## src/rtl/facto_pkg.sv

```systemverilog
// Shared definitions for the FactoCore job sequencer: register map, FSM states,
// and the bus-access bundle the FSM registers each cycle.
package facto_pkg;

  localparam int RES_W = 128;

  localparam logic [15:0] OFS_START   = 16'h00;
  localparam logic [15:0] OFS_CLEAR   = 16'h08;
  localparam logic [15:0] OFS_DONE    = 16'h10;
  localparam logic [15:0] OFS_INTR_EN = 16'h18;
  localparam logic [15:0] OFS_OPERAND = 16'h20;
  localparam logic [15:0] OFS_RES_H   = 16'h28;
  localparam logic [15:0] OFS_RES_L   = 16'h30;

  typedef enum logic [3:0] {
    ST_IDLE,
    ST_W_OPND,
    ST_W_INTR,
    ST_W_START,
    ST_WAIT,
    ST_R_HI,
    ST_R_LO,
    ST_W_CLR,
    ST_RESP
  } state_e;

  typedef struct packed {
    logic        sel;
    logic        wr;
    logic [15:0] addr;
    logic [63:0] data;
  } bus_t;

endpackage

```

## src/rtl/facto_sequencer.sv

```systemverilog
// Bus master that runs one complete factorial job on a FactoCore slave per
// accepted request and returns the 128-bit result over a valid/ready response.
module facto_sequencer
  import facto_pkg::*;
#(
  parameter logic [15:0] BASE_ADDR = 16'h7000,
  parameter bit          USE_INTR  = 1'b1,
  parameter logic [31:0] TIMEOUT   = 32'd100000
) (
  input  logic             clk,
  input  logic             reset_n,
  input  logic             req_valid,
  output logic             req_ready,
  input  logic [63:0]      req_operand,
  output logic             rsp_valid,
  input  logic             rsp_ready,
  output logic [RES_W-1:0] rsp_result,
  output logic             rsp_error,
  output logic             m_sel,
  output logic             m_wr,
  output logic [15:0]      m_addr,
  output logic [63:0]      m_dout,
  input  logic [63:0]      m_din,
  input  logic             interrupt
);

  state_e      r_state;
  bus_t        r_bus;
  logic [63:0] r_operand;
  logic [31:0] r_wait_cnt;
  logic        w_done;

  // Bus pattern presented during a given state; the FSM loads it on entry so
  // the bus pins come straight from flops.
  function automatic bus_t bus_for(input state_e st, input logic [63:0] operand);
    bus_t b;
    b = '0;
    case (st)
      ST_W_OPND:  b = '{sel: 1'b1, wr: 1'b1, addr: BASE_ADDR + OFS_OPERAND, data: operand};
      ST_W_INTR:  b = '{sel: 1'b1, wr: 1'b1, addr: BASE_ADDR + OFS_INTR_EN, data: {63'd0, USE_INTR}};
      ST_W_START: b = '{sel: 1'b1, wr: 1'b1, addr: BASE_ADDR + OFS_START, data: 64'd1};
      ST_WAIT:    if (!USE_INTR) b = '{sel: 1'b1, wr: 1'b0, addr: BASE_ADDR + OFS_DONE, data: 64'd0};
      ST_R_HI:    b = '{sel: 1'b1, wr: 1'b0, addr: BASE_ADDR + OFS_RES_H, data: 64'd0};
      ST_R_LO:    b = '{sel: 1'b1, wr: 1'b0, addr: BASE_ADDR + OFS_RES_L, data: 64'd0};
      ST_W_CLR:   b = '{sel: 1'b1, wr: 1'b1, addr: BASE_ADDR + OFS_CLEAR, data: 64'd1};
      default:    b = '0;
    endcase
    return b;
  endfunction

  assign w_done = USE_INTR ? interrupt : m_din[0];

  assign m_sel  = r_bus.sel;
  assign m_wr   = r_bus.wr;
  assign m_addr = r_bus.addr;
  assign m_dout = r_bus.data;

  // NOTE: all state and registered outputs use non-blocking assignments so every
  // branch reads pre-edge values and the update order inside the block is irrelevant.
  always_ff @(posedge clk or negedge reset_n) begin
    if (!reset_n) begin
      r_state    <= ST_IDLE;
      r_bus      <= '0;
      r_operand  <= '0;
      r_wait_cnt <= '0;
      req_ready  <= 1'b1;
      rsp_valid  <= 1'b0;
      rsp_error  <= 1'b0;
      rsp_result <= '0;
    end else begin
      case (r_state)
        ST_IDLE: begin
          if (req_valid) begin
            r_state    <= ST_W_OPND;
            r_operand  <= req_operand;
            r_bus      <= bus_for(ST_W_OPND, req_operand);
            req_ready  <= 1'b0;
            rsp_result <= '0;
            rsp_error  <= 1'b0;
          end
        end
        ST_W_OPND: begin
          r_state <= ST_W_INTR;
          r_bus   <= bus_for(ST_W_INTR, r_operand);
        end
        ST_W_INTR: begin
          r_state <= ST_W_START;
          r_bus   <= bus_for(ST_W_START, r_operand);
        end
        ST_W_START: begin
          r_state    <= ST_WAIT;
          r_bus      <= bus_for(ST_WAIT, r_operand);
          r_wait_cnt <= '0;
        end
        ST_WAIT: begin
          r_wait_cnt <= r_wait_cnt + 32'd1;
          if (w_done) begin
            r_state <= ST_R_HI;
            r_bus   <= bus_for(ST_R_HI, r_operand);
          end else if (TIMEOUT != 32'd0 && r_wait_cnt == TIMEOUT - 32'd1) begin
            // Abandon the job; the result stays at the zero loaded on accept.
            rsp_error <= 1'b1;
            r_state   <= ST_W_CLR;
            r_bus     <= bus_for(ST_W_CLR, r_operand);
          end
        end
        ST_R_HI: begin
          rsp_result[RES_W-1:64] <= m_din;
          r_state                <= ST_R_LO;
          r_bus                  <= bus_for(ST_R_LO, r_operand);
        end
        ST_R_LO: begin
          rsp_result[63:0] <= m_din;
          r_state          <= ST_W_CLR;
          r_bus            <= bus_for(ST_W_CLR, r_operand);
        end
        ST_W_CLR: begin
          r_state   <= ST_RESP;
          r_bus     <= '0;
          rsp_valid <= 1'b1;
        end
        ST_RESP: begin
          if (rsp_ready) begin
            r_state   <= ST_IDLE;
            rsp_valid <= 1'b0;
            req_ready <= 1'b1;
          end
        end
        default: begin
          r_state <= ST_IDLE;
          r_bus   <= '0;
        end
      endcase
    end
  end

endmodule

```

## config.mk

```make
export PLATFORM = sky130hd
export DESIGN_NAME = facto_sequencer
export DESIGN_NICKNAME = d
export VERILOG_FILES = /design/src/rtl/facto_pkg.sv /design/src/rtl/facto_sequencer.sv
export SDC_FILE = /design/constraint.sdc
export NUM_CORES = 1
export LEC_CHECK = 0
export CELL_PAD_IN_SITES_DETAIL_PLACEMENT = 0
export CELL_PAD_IN_SITES_GLOBAL_PLACEMENT = 1
export CORE_MARGIN = 8
export CORE_UTILIZATION = 33
export CTS_CLUSTER_SIZE = 24
export DETAILED_ROUTE_END_ITERATION = 8
export PLACE_DENSITY = 0.87
export SYNTH_ARGS = -nofsm -noshare
export SYNTH_HDL_FRONTEND = slang
export SYNTH_SLANG_ARGS = --single-unit
```

## constraint.sdc

```tcl
create_clock -name clk -period 2.1 [get_ports clk]
set_input_delay 0.21 -clock clk [delete_from_list [all_inputs] [get_ports clk]]
set_output_delay 0.21 -clock clk [all_outputs]
set_load 0.01 [all_outputs]
```

==> results.md <==
* Outcome: completed
* Setup crit start kind: flip-flop
* Sequential share of power at 34.9%
* Pwr dens at 1340 nW/um2
* Fraction of layout cells with a size suffix above 1 at 7.50%
* Slew headroom at 61.3%
* Clock root buffer: clkbuf_16
* Adder-Cell Fraction of Synth Area at 0.131%
* Tcrit/Tclk final at 96.1%
* Remaining DRCs at 0
* Crit end category: flip-flop
* Compound-Gate Fraction of Synth Area at 15.6%
* Worst Path Required at 2.52 ns
* CTS Buffer Depth at 3
* Place WS at 0.0516 ns
* GR Overflow Total at 0
* Count of state elements after synthesis at 236
* Synth Flop Type: dfrtp_1
* CTS tree: built
* Post-CTS Setup Inserts at 0
* Worst R2R Path Depth at 7
* H-tree levels at 1
* Routed wire length at 31,100 um
* Mux cell area share after synthesis at 1.69%
* CTS Sinks at 236
* First drt pass iteration count at 5
* Slew Limit Fails at 0
* Routed length per placed instance at 18.4 um
* Post-Synthesis Cell Area at 9570 um2
* Largest family of logic cells by synthesized area: simple AND/OR/NAND/NOR gates
* Post-synth EDFFs at 0
* XOR/XNOR share of the synthesized area at 0.0916%
* Vias/cell at 4.84
* Die W at 186 um
* Clock-pin slew on the worst setup and hold paths at 0.06 ns
* Mean Syn Cell Area at 10.0 um2
* Placer Congestion at 0.845
* Simple-Gate Fraction of Synth Area at 16.8%
* Reg2Reg Launch Point: r_wait_cnt[0]
* Hold Crit Class: in -> async
* Routed Antenna Nets at 0
* Fin Clk Skew at 0.0130 ns
* Vias in the first global route at 8,483
* Layout area overhead at 51.5%
* Largest net degree at the start of global routing at 74
* Min Tclk post-route at 2.02 ns
* Final setup vio count at 0
* R2R Path End: m_dout[32]
* Port Buf Inserts at 335
* Clk Latency, worst-skew pair at 0.54 ns
* WS Path Type: reg -> reg
* Synthesis warning total at 0
* Sw power at 6.61 mW
* Number of distinct library cells after synthesis at 43
* Core area at 28,600 um2
* Critical-path maximum fanout at 55
* Initial antenna violation count at 0
* Setup slack after layout at 0.0825 ns
* Filler cell count at 2,596
* Leakage at 6.27 nW
* FFs w/ async S/R, synth at 100%
* Combinational share of power at 39.2%
* Reg2Reg Setup Slack at 0.08 ns
* Worst vdd ir at 1080 uV
* Cell internal pwr at 12.9 mW
* DRC violation total after the first TritonRoute iteration at 563
* IO Pins at 346
* Diode count at 0
* Max_cap viols at 0
* Gr usage total at 17.8%
* Synth Instances at 953
* Design Area, Final at 14,500 um2
* Switching share of power at 34.0%
* Cts bufs inserted at 29
* Max Freq at 496 MHz
* Via count at 8,175
* CP arrival at 2.44 ns
* Final net count at 1,417
* Seq/Total Area, Yosys at 61.7%
* Fin Hold WS at 0.209 ns
* Placed cell areas at 13,500 um2
* Clock power share at 25.9%
* DP HPWL at 22,200 um
* Worst Tran Pin Value at 0.575 ns
* Final Hold Fails at 0
* Global-route wire length before repair at 48,900 um
* Starting Density at 33.4%
* Row count at 62
* Die area at 34,700 um2
* Chip height at 186 um
stage by stage:
stage                     util (%)  instances  power (mW)  TNS, ns
after global routing          50.6       1690        20.7  -0.0280
after detailed placement      47.1       1635        14.5        0
after floorplan                  -        962        10.0        0
after global placement        47.1       1635        14.4        0
after CTS                     50.5       1690        19.7        0
final                         50.6       1690        19.5        0
synthesized netlist by cell type, drive strengths merged, types with 2 or more instances:
master   number  area [um2]
nand2       292        1100
dfrtp       235        5880
o21ai       144         724
a22o         64         561
clkbuf       52         195
buf          28         170
nor2         19        71.3
nand3        16        80.1
mux2i        15         150
and3          8        50.1
nand4         8        50.1
nor4          8        50.1
a21oi         7        35.0
o211ai        6        45.0
o31ai         6        45.0
and4          5        43.8
o2bb2ai       5        43.8
inv           4        15.0
nand2b        4        25.0
nor3          4        36.3
and2          3        18.8
nor2b         3        18.8
a31oi         2        12.5
or3           2        12.5
or4b          2        20.0
power groups by stage:
stage | Sequential, mW | Combinational (mW) | Clock [mW]
finish | 6.79 | 7.63 | 5.04
global route | 7.00 | 8.34 | 5.37
CTS | 6.80 | 7.73 | 5.18
detailed placement | 6.82 | 7.72 | 0
global placement | 6.79 | 7.63 | 0
floorplan | 7.44 | 2.59 | 0
layer usage:
| layer | global-route usage [%] | up-vias | wire [um] |
|---|---|---|---|
| met3 | 6.00 | 78 | 2710 |
| met4 | 7.15 | 0 | 1300 |
| met5 | 0 | - | 0 |
| met1 | 21.7 | 3937 | 12200 |
| li1 | - | 3893 | - |
| met2 | 28.6 | 267 | 14800 |
worst max-delay path, stage by stage (launching register included):
cell and delay, ns:
dfrtp_1 0.39, ha_2 0.22, nand4_1 0.10, or3_1 0.37
nor3_4 0.27, o21ai_4 0.10, buf_12 0.20, a22o_1 0.23
layout by cell type, fill, tap and decap left out, types with 3 or more instances in the layout:
cell type	Yosys	layout
nand2_1	292	290
inv_1	4	4
and4_1	5	4
buf_12	0	10
o21ai_0	143	142
nor4_1	8	6
o211ai_1	6	6
nand3_1	16	16
nand4_1	8	8
o31ai_1	6	6
dfrtp_1	235	235
clkdlybuf4s50_1	0	334
clkbuf_1	52	7
nor2_1	19	17
a21oi_1	7	7
clkinv_2	0	7
and3_1	8	8
a22o_1	64	64
mux2i_1	15	15
conb_1	1	10
bufinv_16	0	3
o2bb2ai_1	5	5
nor2b_1	3	3
clkbuf_16	0	29
clkbuf_8	0	5
buf_4	13	24
nand2b_1	4	4
cell type report:
cell class                      count  area, um2  share of cell area (%)
Tap cell                          384        480                    3.32
Sequential cell                   236       5910                    40.8
Timing Repair Buffer              370       3750                    25.9
Clock inverter                     13        150                    1.04
Inverter                            4       15.0                   0.104
Clock buffer                       41        821                    5.66
Multi-Input combinational cell    642       3370                    23.3
worst max path at each step:
stage | from | to | slack (ns) | cells after the start
after detailed placement | r_wait_cnt[0] | m_dout[32] | 0.05 | 7
after global routing | r_wait_cnt[0] | m_dout[32] | -0.01 | 7
final | r_wait_cnt[0] | m_dout[32] | 0.08 | 7
after floorplan | r_wait_cnt[0] | m_dout[49] | 0.16 | 8
after CTS | r_wait_cnt[0] | m_dout[32] | 0.03 | 7
after global placement | r_state[1] | rsp_result[91] | 0.11 | 7
registers in the layout, indices dropped and copies added (netlist names):
| register | count |
|---|---|
| rsp_valid | 1 |
| m_addr | 4 |
| req_ready | 1 |
| r_state | 4 |
| rsp_result | 128 |
| m_wr | 1 |
| m_dout | 64 |
| r_wait_cnt | 32 |
| rsp_error | 1 |
cells by family (layout without fill, tap and decap cells):
group / after synthesis / in the layout
XOR/XNOR: 1 / 1
adder cells (fa/ha/maj): 1 / 1
AND/OR/NAND/NOR: 377 / 377
flip-flops: 236 / 236
AO/OA/AOI/OAI: 237 / 237
buffers and inverters: 84 / 428
other: 1 / 10
multiplexers: 16 / 16
timing repair:
action	4_1_cts	5_1_grt
endpoints found under the hold margin	58	0
gates resized for setup	0	7
hold buffers	1	0
setup endpoints to repair	0	76
Note: power is estimated with default switching activity, not from simulation.
